==> src/rtl/mem_pkg.sv <==
// Shared types, default sizes and the march pattern for the memory BIST slice.
package mem_pkg;

    localparam int unsigned ADDR_W_DEF = 4;
    localparam int unsigned DATA_W_DEF = 32;
    localparam int unsigned RD_LAT_DEF = 1;

    // The pattern helper works at a fixed width; callers cast in and out.
    // DATA_W must not exceed PAT_DW, and ADDR_W must not exceed PAT_AW.
    localparam int unsigned PAT_DW = 64;
    localparam int unsigned PAT_AW = 32;

    typedef enum logic [2:0] {
        IDLE,
        WRITE,
        READ,
        DRAIN,
        DONE
    } state_t;

    // P(a) = seed ^ zext(a) for pass 0, inverted for pass 1.
    function automatic logic [PAT_DW-1:0] pattern(
        input logic [PAT_DW-1:0] seed,
        input logic [PAT_AW-1:0] addr,
        input logic              pass
    );
        logic [PAT_DW-1:0] p;
        p = seed ^ PAT_DW'(addr);
        return pass ? ~p : p;
    endfunction

endpackage

==> src/rtl/mem_bist_ctrl_if.sv <==
// Write/read port bundle between the BIST controller and the dual-port memory.
interface mem_bist_ctrl_if
    import mem_pkg::*;
#(
    parameter int unsigned ADDR_W = ADDR_W_DEF,
    parameter int unsigned DATA_W = DATA_W_DEF
);

    logic              Mem_wr_en;
    logic [ADDR_W-1:0] Mem_wr_addr;
    logic [DATA_W-1:0] Mem_wr_data;
    logic              Mem_rd_en;
    logic [ADDR_W-1:0] Mem_rd_addr;
    logic [DATA_W-1:0] Mem_rd_data;

    modport master (
        output Mem_wr_en, Mem_wr_addr, Mem_wr_data, Mem_rd_en, Mem_rd_addr,
        input  Mem_rd_data
    );

    modport slave (
        input  Mem_wr_en, Mem_wr_addr, Mem_wr_data, Mem_rd_en, Mem_rd_addr,
        output Mem_rd_data
    );

endinterface

==> src/rtl/mem_bist_cmp.sv <==
// Read-latency alignment pipeline, comparator and error capture for the BIST.
module mem_bist_cmp
    import mem_pkg::*;
#(
    parameter int unsigned ADDR_W = ADDR_W_DEF,
    parameter int unsigned DATA_W = DATA_W_DEF,
    parameter int unsigned RD_LAT = RD_LAT_DEF
) (
    input  logic              Clk,
    input  logic              Rst,
    input  logic              clr,
    input  logic              rd_en,
    input  logic [ADDR_W-1:0] rd_addr,
    input  logic              rd_pass,
    input  logic [DATA_W-1:0] seed,
    input  logic [DATA_W-1:0] rd_data,
    output logic [ADDR_W+1:0] err_count,
    output logic [ADDR_W-1:0] first_err_addr,
    output logic              first_err_pass,
    output logic              clean_c
);

    logic [RD_LAT-1:0] v_pipe;
    logic [ADDR_W-1:0] a_pipe [RD_LAT];
    logic              p_pipe [RD_LAT];
    logic [DATA_W-1:0] exp_c;
    logic              miss_c;

    // Carry {valid, addr, pass} alongside the memory's read latency.
    always_ff @(posedge Clk or negedge Rst) begin
        if (!Rst) begin
            v_pipe <= '0;
            for (int i = 0; i < int'(RD_LAT); i++) begin
                a_pipe[i] <= '0;
                p_pipe[i] <= 1'b0;
            end
        end else begin
            v_pipe[0] <= rd_en;
            a_pipe[0] <= rd_addr;
            p_pipe[0] <= rd_pass;
            for (int i = 1; i < int'(RD_LAT); i++) begin
                v_pipe[i] <= v_pipe[i-1];
                a_pipe[i] <= a_pipe[i-1];
                p_pipe[i] <= p_pipe[i-1];
            end
        end
    end

    // Compare the returning word against the pattern for its address/pass.
    always_comb begin
        exp_c   = DATA_W'(pattern(PAT_DW'(seed), PAT_AW'(a_pipe[RD_LAT-1]), p_pipe[RD_LAT-1]));
        miss_c  = v_pipe[RD_LAT-1] && (rd_data != exp_c);
        clean_c = (err_count == '0) && !miss_c;
    end

    // Count every miscompare; remember only the first one of a run.
    always_ff @(posedge Clk or negedge Rst) begin
        if (!Rst) begin
            err_count      <= '0;
            first_err_addr <= '0;
            first_err_pass <= 1'b0;
        end else if (clr) begin
            err_count      <= '0;
            first_err_addr <= '0;
            first_err_pass <= 1'b0;
        end else if (miss_c) begin
            err_count <= err_count + (ADDR_W+2)'(1);
            if (err_count == '0) begin
                first_err_addr <= a_pipe[RD_LAT-1];
                first_err_pass <= p_pipe[RD_LAT-1];
            end
        end
    end

endmodule

==> src/rtl/mem_bist_ctrl.sv <==
// Two-pass march BIST controller: sequences writes/reads and reports the result.
module mem_bist_ctrl
    import mem_pkg::*;
#(
    parameter int unsigned ADDR_W = ADDR_W_DEF,
    parameter int unsigned DATA_W = DATA_W_DEF,
    parameter int unsigned RD_LAT = RD_LAT_DEF
) (
    input  logic                  Clk,
    input  logic                  Rst,
    input  logic                  Start,
    input  logic [DATA_W-1:0]     Seed,
    output logic                  Busy,
    output logic                  Done,
    output logic                  Pass,
    output logic [ADDR_W+1:0]     Err_count,
    output logic [ADDR_W-1:0]     First_err_addr,
    output logic                  First_err_pass,
    mem_bist_ctrl_if.master       mem
);

    // RD_LAT is limited to 1..4, so a 2-bit drain counter is enough.
    localparam int unsigned CNT_W = 2;

    state_t            state;
    logic [ADDR_W-1:0] addr;
    logic [ADDR_W-1:0] addr_nxt;
    logic              addr_last;
    logic              pass_q;
    logic [CNT_W-1:0]  drain_cnt;
    logic [DATA_W-1:0] seed_q;
    logic              start_acc_c;
    logic              clean_c;

    function automatic logic [DATA_W-1:0] pat(
        input logic [DATA_W-1:0] s,
        input logic [ADDR_W-1:0] a,
        input logic              p
    );
        return DATA_W'(pattern(PAT_DW'(s), PAT_AW'(a), p));
    endfunction

    assign addr_nxt    = addr + ADDR_W'(1);
    assign addr_last   = &addr;
    assign start_acc_c = (state == IDLE) && Start;

    // Phase sequencer; every memory-side output is registered here.
    always_ff @(posedge Clk or negedge Rst) begin
        if (!Rst) begin
            state           <= IDLE;
            addr            <= '0;
            pass_q          <= 1'b0;
            drain_cnt       <= '0;
            seed_q          <= '0;
            Busy            <= 1'b0;
            Done            <= 1'b0;
            Pass            <= 1'b0;
            mem.Mem_wr_en   <= 1'b0;
            mem.Mem_wr_addr <= '0;
            mem.Mem_wr_data <= '0;
            mem.Mem_rd_en   <= 1'b0;
            mem.Mem_rd_addr <= '0;
        end else begin
            Done <= 1'b0;
            unique case (state)
                IDLE: begin
                    if (Start) begin
                        state           <= WRITE;
                        addr            <= '0;
                        pass_q          <= 1'b0;
                        seed_q          <= Seed;
                        Busy            <= 1'b1;
                        Pass            <= 1'b0;
                        mem.Mem_wr_en   <= 1'b1;
                        mem.Mem_wr_addr <= '0;
                        mem.Mem_wr_data <= pat(Seed, '0, 1'b0);
                    end
                end
                WRITE: begin
                    addr <= addr_nxt;
                    if (addr_last) begin
                        state           <= READ;
                        mem.Mem_wr_en   <= 1'b0;
                        mem.Mem_rd_en   <= 1'b1;
                        mem.Mem_rd_addr <= '0;
                    end else begin
                        mem.Mem_wr_addr <= addr_nxt;
                        mem.Mem_wr_data <= pat(seed_q, addr_nxt, pass_q);
                    end
                end
                READ: begin
                    addr <= addr_nxt;
                    if (addr_last) begin
                        state         <= DRAIN;
                        drain_cnt     <= '0;
                        mem.Mem_rd_en <= 1'b0;
                    end else begin
                        mem.Mem_rd_addr <= addr_nxt;
                    end
                end
                DRAIN: begin
                    drain_cnt <= drain_cnt + CNT_W'(1);
                    if (drain_cnt == CNT_W'(RD_LAT - 1)) begin
                        if (!pass_q) begin
                            state           <= WRITE;
                            pass_q          <= 1'b1;
                            mem.Mem_wr_en   <= 1'b1;
                            mem.Mem_wr_addr <= '0;
                            mem.Mem_wr_data <= pat(seed_q, '0, 1'b1);
                        end else begin
                            // The last compare lands on this edge, so fold it in.
                            state <= DONE;
                            Busy  <= 1'b0;
                            Done  <= 1'b1;
                            Pass  <= clean_c;
                        end
                    end
                end
                DONE: begin
                    state <= IDLE;
                end
                default: begin
                    state <= IDLE;
                end
            endcase
        end
    end

    mem_bist_cmp #(
        .ADDR_W (ADDR_W),
        .DATA_W (DATA_W),
        .RD_LAT (RD_LAT)
    ) u_cmp (
        .Clk            (Clk),
        .Rst            (Rst),
        .clr            (start_acc_c),
        .rd_en          (mem.Mem_rd_en),
        .rd_addr        (mem.Mem_rd_addr),
        .rd_pass        (pass_q),
        .seed           (seed_q),
        .rd_data        (mem.Mem_rd_data),
        .err_count      (Err_count),
        .first_err_addr (First_err_addr),
        .first_err_pass (First_err_pass),
        .clean_c        (clean_c)
    );

endmodule

==> src/flat_wrapper.sv <==
// flat-port wrapper written by rule: the top's interface ports become plain ports
module mem_bist_ctrl_flat import mem_pkg::*;
#(
    parameter int unsigned ADDR_W = ADDR_W_DEF,
    parameter int unsigned DATA_W = DATA_W_DEF,
    parameter int unsigned RD_LAT = RD_LAT_DEF
)
  (Clk, Rst, Start, Seed, Busy, Done, Pass, Err_count, First_err_addr, First_err_pass, mem_Mem_wr_en, mem_Mem_wr_addr, mem_Mem_wr_data, mem_Mem_rd_en, mem_Mem_rd_addr, mem_Mem_rd_data);
  mem_bist_ctrl_if #(.ADDR_W(ADDR_W), .DATA_W(DATA_W)) mem_i ();
  input  logic Clk;
  input  logic Rst;
  input  logic Start;
  input  logic [DATA_W-1:0] Seed;
  output logic Busy;
  output logic Done;
  output logic Pass;
  output logic [ADDR_W+1:0] Err_count;
  output logic [ADDR_W-1:0] First_err_addr;
  output logic First_err_pass;
  output wire logic [$bits(mem_i.Mem_wr_en)-1:0] mem_Mem_wr_en;
  output wire logic [$bits(mem_i.Mem_wr_addr)-1:0] mem_Mem_wr_addr;
  output wire logic [$bits(mem_i.Mem_wr_data)-1:0] mem_Mem_wr_data;
  output wire logic [$bits(mem_i.Mem_rd_en)-1:0] mem_Mem_rd_en;
  output wire logic [$bits(mem_i.Mem_rd_addr)-1:0] mem_Mem_rd_addr;
  input wire logic [$bits(mem_i.Mem_rd_data)-1:0] mem_Mem_rd_data;
  assign mem_Mem_wr_en = mem_i.Mem_wr_en;
  assign mem_Mem_wr_addr = mem_i.Mem_wr_addr;
  assign mem_Mem_wr_data = mem_i.Mem_wr_data;
  assign mem_Mem_rd_en = mem_i.Mem_rd_en;
  assign mem_Mem_rd_addr = mem_i.Mem_rd_addr;
  assign mem_i.Mem_rd_data = mem_Mem_rd_data;
  mem_bist_ctrl #(.ADDR_W(ADDR_W), .DATA_W(DATA_W), .RD_LAT(RD_LAT)) u_core (.Clk(Clk), .Rst(Rst), .Start(Start), .Seed(Seed), .Busy(Busy), .Done(Done), .Pass(Pass), .Err_count(Err_count), .First_err_addr(First_err_addr), .First_err_pass(First_err_pass), .mem(mem_i));
endmodule
==> config.mk <==
export PLATFORM = sky130hd
export DESIGN_NAME = mem_bist_ctrl_flat
export DESIGN_NICKNAME = d
export VERILOG_FILES = /design/src/rtl/mem_pkg.sv /design/src/rtl/mem_bist_ctrl_if.sv /design/src/rtl/mem_bist_cmp.sv /design/src/rtl/mem_bist_ctrl.sv /design/src/flat_wrapper.sv
export SDC_FILE = /design/constraint.sdc
export NUM_CORES = 1
export LEC_CHECK = 0
export CAP_MARGIN = 5
export CELL_PAD_IN_SITES_DETAIL_PLACEMENT = 1
export CELL_PAD_IN_SITES_GLOBAL_PLACEMENT = 1
export CORE_MARGIN = 2
export CORE_UTILIZATION = 38
export DETAILED_ROUTE_END_ITERATION = 6
export GPL_TIMING_DRIVEN = 0
export PLACE_DENSITY = 0.85
export SYNTH_ARGS = -nofsm -noshare
export SYNTH_HDL_FRONTEND = slang
export SYNTH_SLANG_ARGS = --single-unit
export TNS_END_PERCENT = 1
==> constraint.sdc <==
create_clock -name Clk -period 3.7 [get_ports Clk]
set_clock_uncertainty 0.15 [all_clocks]
set_input_delay 0.74 -clock Clk [delete_from_list [all_inputs] [get_ports Clk]]
set_output_delay 0.74 -clock Clk [all_outputs]
set_load 0.1 [all_outputs]
==> run metrics, run 1 <==
status=complete, no violations; crit path setup slack, layout=193.1 ps; DRC violations left=0; clock sinks=104; Syn Inst Count=625; via count=5142; NumNets Final=830; I/O Pins=123; core area=0.01399 sq mm; mapped cell area=0.005466 sq mm; FILL cells=1655; Max FO, Critical Path=6; #FFs+latches synth=104; Post-Syn Area per Cell=8.746 sq um; number of vias per cell=5.447; quantity of gates resized following cts=0; initial core utilization=0.3908; I/O Buffers=122; Clock Pin Slew Worst Setup and Hold Paths=70 ps; Layout Area Growth over Synthesis=32.41%; top post-synthesis cells by area=dfrtp_1 48%, nand2_1 9.1%, a21oi_1 7.9%; post-route insts no fill=944; routed length per instance=19.45 um; Worst-Skew Late Latency=350 ps; CTS tree=built; crit path kind=input pin to flip-flop; Routed Antenna Nets=0; HPWL Detailed=13670 um; setup bufs post-CTS=0; Multi-input gate area=0.002694 sq mm; Crit. Startpoint=mem_Mem_rd_data[22]; Worst Tran Pin Value=1113 ps; Worst VDD drop=0.0002298 V; Placed Area=0.006938 sq mm; DRT Pass-1 Iters=4; Tcrit/Tclk final=0.9478; commonest non-fill, non-tap cells in the layout=132 x nand2_1, 121 x clkdlybuf4s50_1, 104 x dfrtp_1; sequential element share of the synthesized area=0.4761; share of cells above drive strength 1=0.03534; global route total overflow=0; commonest non-fill, non-tap cell in the layout=nand2_1; Static Leak=3.207 nW; sequential cell area=0.002603 sq mm; Max Freq=0.2852 GHz; max-cap viol count=0; RSZ-0062 raised after global routing=false; Fin Hold WS=259.0 ps; EDFF count, synth=0; H-tree depth=3; HP Class=input pin to asynchronous set/reset pin; startpoint types=input pin; cts hold-fix bufs=0; YS warnings=0; max-slew violation count=0; deepest clock path buffer count=2; Die Span X=123.9 um; CTS Buf Count=9; share of the synthesized area in the top cell type=0.4761; Ant. Diodes=0; post-synth cell types=51; pre-CTS WS=-128.7 ps; top cell type by total area after synthesis=dfrtp_1; FFs w/ async S/R, synth=1.000; Net Count, Synth=696; launch point of the worst reg-to-reg path=u_core.state[2]; Data arrival, critical path=3590 ps; Final Cell Area=0.007238 sq mm; largest net degree at the start of global routing=59; GPL Wtd Cong=0.8884; final setup vio count=0; die height=123.9 um; final hold violations=0; first-pass GRT wire length=29060 um; Setup TNS Final=0 ps; initial antenna violation count=0; Total Routing Usage GR=0.2465; Critical Path RT=3780 ps; FP Rows=43; P per Cell Area=448.4 mW/mm^2; Total Wirelength=18360 um; dominant synthesized flop cell=dfrtp_1; R2R depth=8; dpl cells=928; minimum clock period=3507 ps; die footprint=0.01536 sq mm; drt initial violations=318; Critical Path End Type=flip-flop; Slew HR=0.2551; number of global-route vias before repair=5639; root buffer cell=clkbuf_16
-- routing by layer --
metal / global-route usage / vias up / share of wire
li1: - / 2363 / -
met1: 0.3190 / 2595 / 0.43
met2: 0.4217 / 142 / 0.50
met3: 0.02885 / 42 / 0.041
met5: 0 / - / 0
met4: 0.09831 / 0 / 0.026
-- metrics by stage --
| step | util | power (mW) |
|---|---|---|
| after floorplan | - | 1.956 |
| after global placement | 0.4942 | 2.244 |
| after detailed placement | 0.4960 | 2.274 |
| after CTS | 0.5174 | 3.258 |
| after global routing | 0.5174 | 3.354 |
| final | 0.5174 | 3.245 |
-- registers in the layout (all words and copies together) (netlist names), 2 cells and up --
register / flops
u_core.mem.Mem_wr_data: 32
u_core.seed_q: 32
u_core.u_cmp.err_count: 6
u_core.addr: 4
u_core.mem.Mem_rd_addr: 4
u_core.mem.Mem_wr_addr: 4
u_core.u_cmp.a_pipe: 4
u_core.u_cmp.first_err_addr: 4
u_core.state: 3
u_core.drain_cnt: 2
-- worst max-delay path: stages --
cell and delay (ps):
clkdlybuf4s50_1 500, xor2_1 230, or4b_1 480, or4_1 470, a2111oi_4 650, a21boi_2 190
mux2_4 330
-- final timing paths --
check	endpoint	slack, ps
worst min register to register	u_core.u_cmp.p_pipe	280
worst max register to register	u_core.mem.Mem_wr_data[0]	600
max in group asynchronous	u_core.mem.Mem_wr_data[12]	2410
worst max-delay path	u_core.u_cmp.err_count[0]	190
min in group Clk	u_core.u_cmp.p_pipe	280
worst min-delay path	u_core.addr[0]	260
-- cells in the mapped netlist (all sizes together) (3+ instances only) --
master and n:
inv 7, nor2b 3, mux2i 12, nand4 7
or2 4, ha 4, nand2 132, a21oi 87
nor3b 3, nand3 8, dfrtp 104, a32o 4
and3 3, a211oi 3, clkbuf 37, nor2 82
nor4 3, a21boi 3, xnor2 27, nor3 7
o21ai 7, xor2 44
-- power breakdown --
| group | leakage [nW] | internal [mW] | switching [mW] | total [mW] |
|---|---|---|---|---|
| Clock | 0.150 | 0.561 | 0.425 | 0.985 |
| Combinational | 1.85 | 0.284 | 0.668 | 0.952 |
| Sequential | 1.21 | 1.22 | 0.0906 | 1.31 |
| Total | 3.21 | 2.06 | 1.18 | 3.25 |
-- kinds of logic after synthesis --
group,synth area share
simple gates,0.2049
mux,0.02472
flops,0.4761
fa+ha+maj,0.009156
buf+inv,0.03113
compound gates,0.1362
xor+xnor,0.1179
-- final cells by class --
type                       count  share of cell area
sequential                   104              0.3596
inverter                       7            0.003630
tap                          180             0.03111
multi-input combinational    476              0.3722
clock buffer                  13             0.03596
timing repair buffer         123              0.1722
clock inverter                 3            0.005532
buffer                        38             0.01988
No activity file was read; power rests on OpenSTA's default activity.
==> inputs of run 2 (changes only) <==
--- a/config.mk
+++ b/config.mk
@@ -11,6 +11,7 @@
 export CORE_MARGIN = 2
 export CORE_UTILIZATION = 38
 export DETAILED_ROUTE_END_ITERATION = 6
+export GPL_ROUTABILITY_DRIVEN = 0
 export GPL_TIMING_DRIVEN = 0
 export PLACE_DENSITY = 0.85
 export SYNTH_ARGS = -nofsm -noshare
==> results of run 2 <==
No change in the layout: final DEF, timing and power equal those of run 1.
==> inputs of run 3 (changes only) <==
--- a/config.mk
+++ b/config.mk
@@ -8,7 +8,6 @@
 export CAP_MARGIN = 5
 export CELL_PAD_IN_SITES_DETAIL_PLACEMENT = 1
 export CELL_PAD_IN_SITES_GLOBAL_PLACEMENT = 1
-export CORE_MARGIN = 2
 export CORE_UTILIZATION = 38
 export DETAILED_ROUTE_END_ITERATION = 6
 export GPL_ROUTABILITY_DRIVEN = 0
==> run 3 against run 2 <==
Against the previous run:
- sequential cell count unchanged
- register-to-register slack better by 20 ps
- first-iteration DRC count down 9.7%
- hold slack worse by 15 ps
- worst setup slack better by 17 ps
- clock-buffer cell count down 2
- final cell count unchanged
==> run metrics, run 3 (synthesized netlist as in run 1, its figures left out) <==
Final Cell Area=0.007269 sq mm; Slew HR=0.2508; Die Span X=121.9 um; Placed Area=0.006938 sq mm; P per Cell Area=457.5 mW/mm^2; FP Rows=43; deepest clock path buffer count=2; Total Routing Usage GR=0.2532; max-slew violation count=0; Critical Path RT=3790 ps; top flop regs=u_core.mem.Mem_wr_data x32, u_core.seed_q x32, u_core.u_cmp.err_count x6; Layout Area Growth over Synthesis=32.98%; Critical Path End Type=flip-flop; H-tree depth=3; cts hold-fix bufs=0; core area=0.01393 sq mm; largest net degree at the start of global routing=60; number of global-route vias before repair=5409; Tcrit/Tclk final=0.9431; HP Class=input pin to asynchronous set/reset pin; r2r endpoint=u_core.u_cmp.err_count[0]; minimum clock period=3490 ps; via count=5053; Data arrival, critical path=3580 ps; crit path kind=input pin to flip-flop; RSZ-0062 raised after global routing=false; number of vias per cell=5.353; setup bufs post-CTS=0; initial antenna violation count=0; Worst Tran Pin Value=1120 ps; final setup vio count=0; Crit. Startpoint=mem_Mem_rd_data[22]; I/O Buffers=122; max-cap viol count=0; fin util=0.5217; CTS Buf Count=9; sequential cell area=0.002603 sq mm; HPWL Detailed=13110 um; launch point of the worst reg-to-reg path=u_core.seed_q[30]; first-pass GRT wire length=28460 um; Worst VDD drop=0.0002965 V; root buffer cell=clkbuf_16; initial core utilization=0.3923; commonest non-fill, non-tap cell in the layout=nand2_1; pre-CTS WS=-111.4 ps; Routed Antenna Nets=0; R2R depth=6; die footprint=0.01487 sq mm; share of cells above drive strength 1=0.03796; crit path setup slack, layout=210.5 ps; die height=121.9 um; I/O Pins=123; Static Leak=3.223 nW; status=complete, no violations; clock sinks=104; quantity of gates resized following cts=0; DRC violations left=0; Multi-input gate area=0.002694 sq mm; NumNets Final=830; global route total overflow=0; FILL cells=1614; DRT Pass-1 Iters=4; Total Wirelength=17740 um; routed length per instance=18.79 um; Worst-Skew Late Latency=360 ps; Max Freq=0.2866 GHz; Clock Pin Slew Worst Setup and Hold Paths=70 ps; drt initial violations=287; Ant. Diodes=0; commonest non-fill, non-tap cells in the layout=132 x nand2_1, 121 x clkdlybuf4s50_1, 104 x dfrtp_1; Setup TNS Final=0 ps; startpoint types=input pin; FF-to-FF setup slack=620 ps; CTS tree=built; Worst Setup EP=u_core.u_cmp.err_count[0]; final hold violations=0; Max FO, Critical Path=6
[run 3: worst min-delay path by stage]
stage               cells past startpoint             endpoint  slack, ps
floorplan                               0  u_core.u_cmp.p_pipe        220
global placement                        0  u_core.u_cmp.p_pipe        260
detailed placement                      0  u_core.u_cmp.p_pipe        260
CTS                                     1       u_core.addr[0]        270
global route                            1       u_core.addr[0]        290
finish                                  1       u_core.addr[0]        240
[run 3: area by class of cell]
| cell class | instances | area share |
|---|---|---|
| multi-input combinational | 476 | 0.3706 |
| sequential | 104 | 0.3580 |
| timing repair buffer | 123 | 0.1714 |
| clock buffer | 11 | 0.03477 |
| tap | 180 | 0.03098 |
| buffer | 38 | 0.01979 |
| clock inverter | 5 | 0.01084 |
| inverter | 7 | 0.003614 |
[run 3: per-layer routing]
layer | global-route usage | wire (um) | vias up
li1 | - | - | 2361
met1 | 0.3304 | 7684 | 2535
met2 | 0.4258 | 8991 | 132
met3 | 0.02809 | 701 | 25
met4 | 0.1049 | 365 | 0
met5 | 0 | 0 | -
[run 3: through the flow]
step	instances	total power, mW	hold slack [ps]
6_report	944	3.325	243.9
5_1_grt	944	3.439	291.1
4_1_cts	944	3.353	267.3
3_5_place_dp	928	2.274	265.0
3_3_place_gp	927	2.245	255.5
2_1_floorplan	625	1.956	222.9
[run 3: critical path, cell delays in order]
cell	delay, ps
clkdlybuf4s50_1	500
xor2_1	220
or4b_1	460
or4_1	480
a2111oi_4	670
a21boi_2	180
mux2_4	330
[run 3: power by group]
part / internal, mW / total, mW / leakage (nW) / switching [mW]
combinational: 0.284 / 0.950 / 1.85 / 0.665
clock: 0.629 / 1.07 / 0.165 / 0.442
sequential: 1.22 / 1.30 / 1.21 / 0.0882
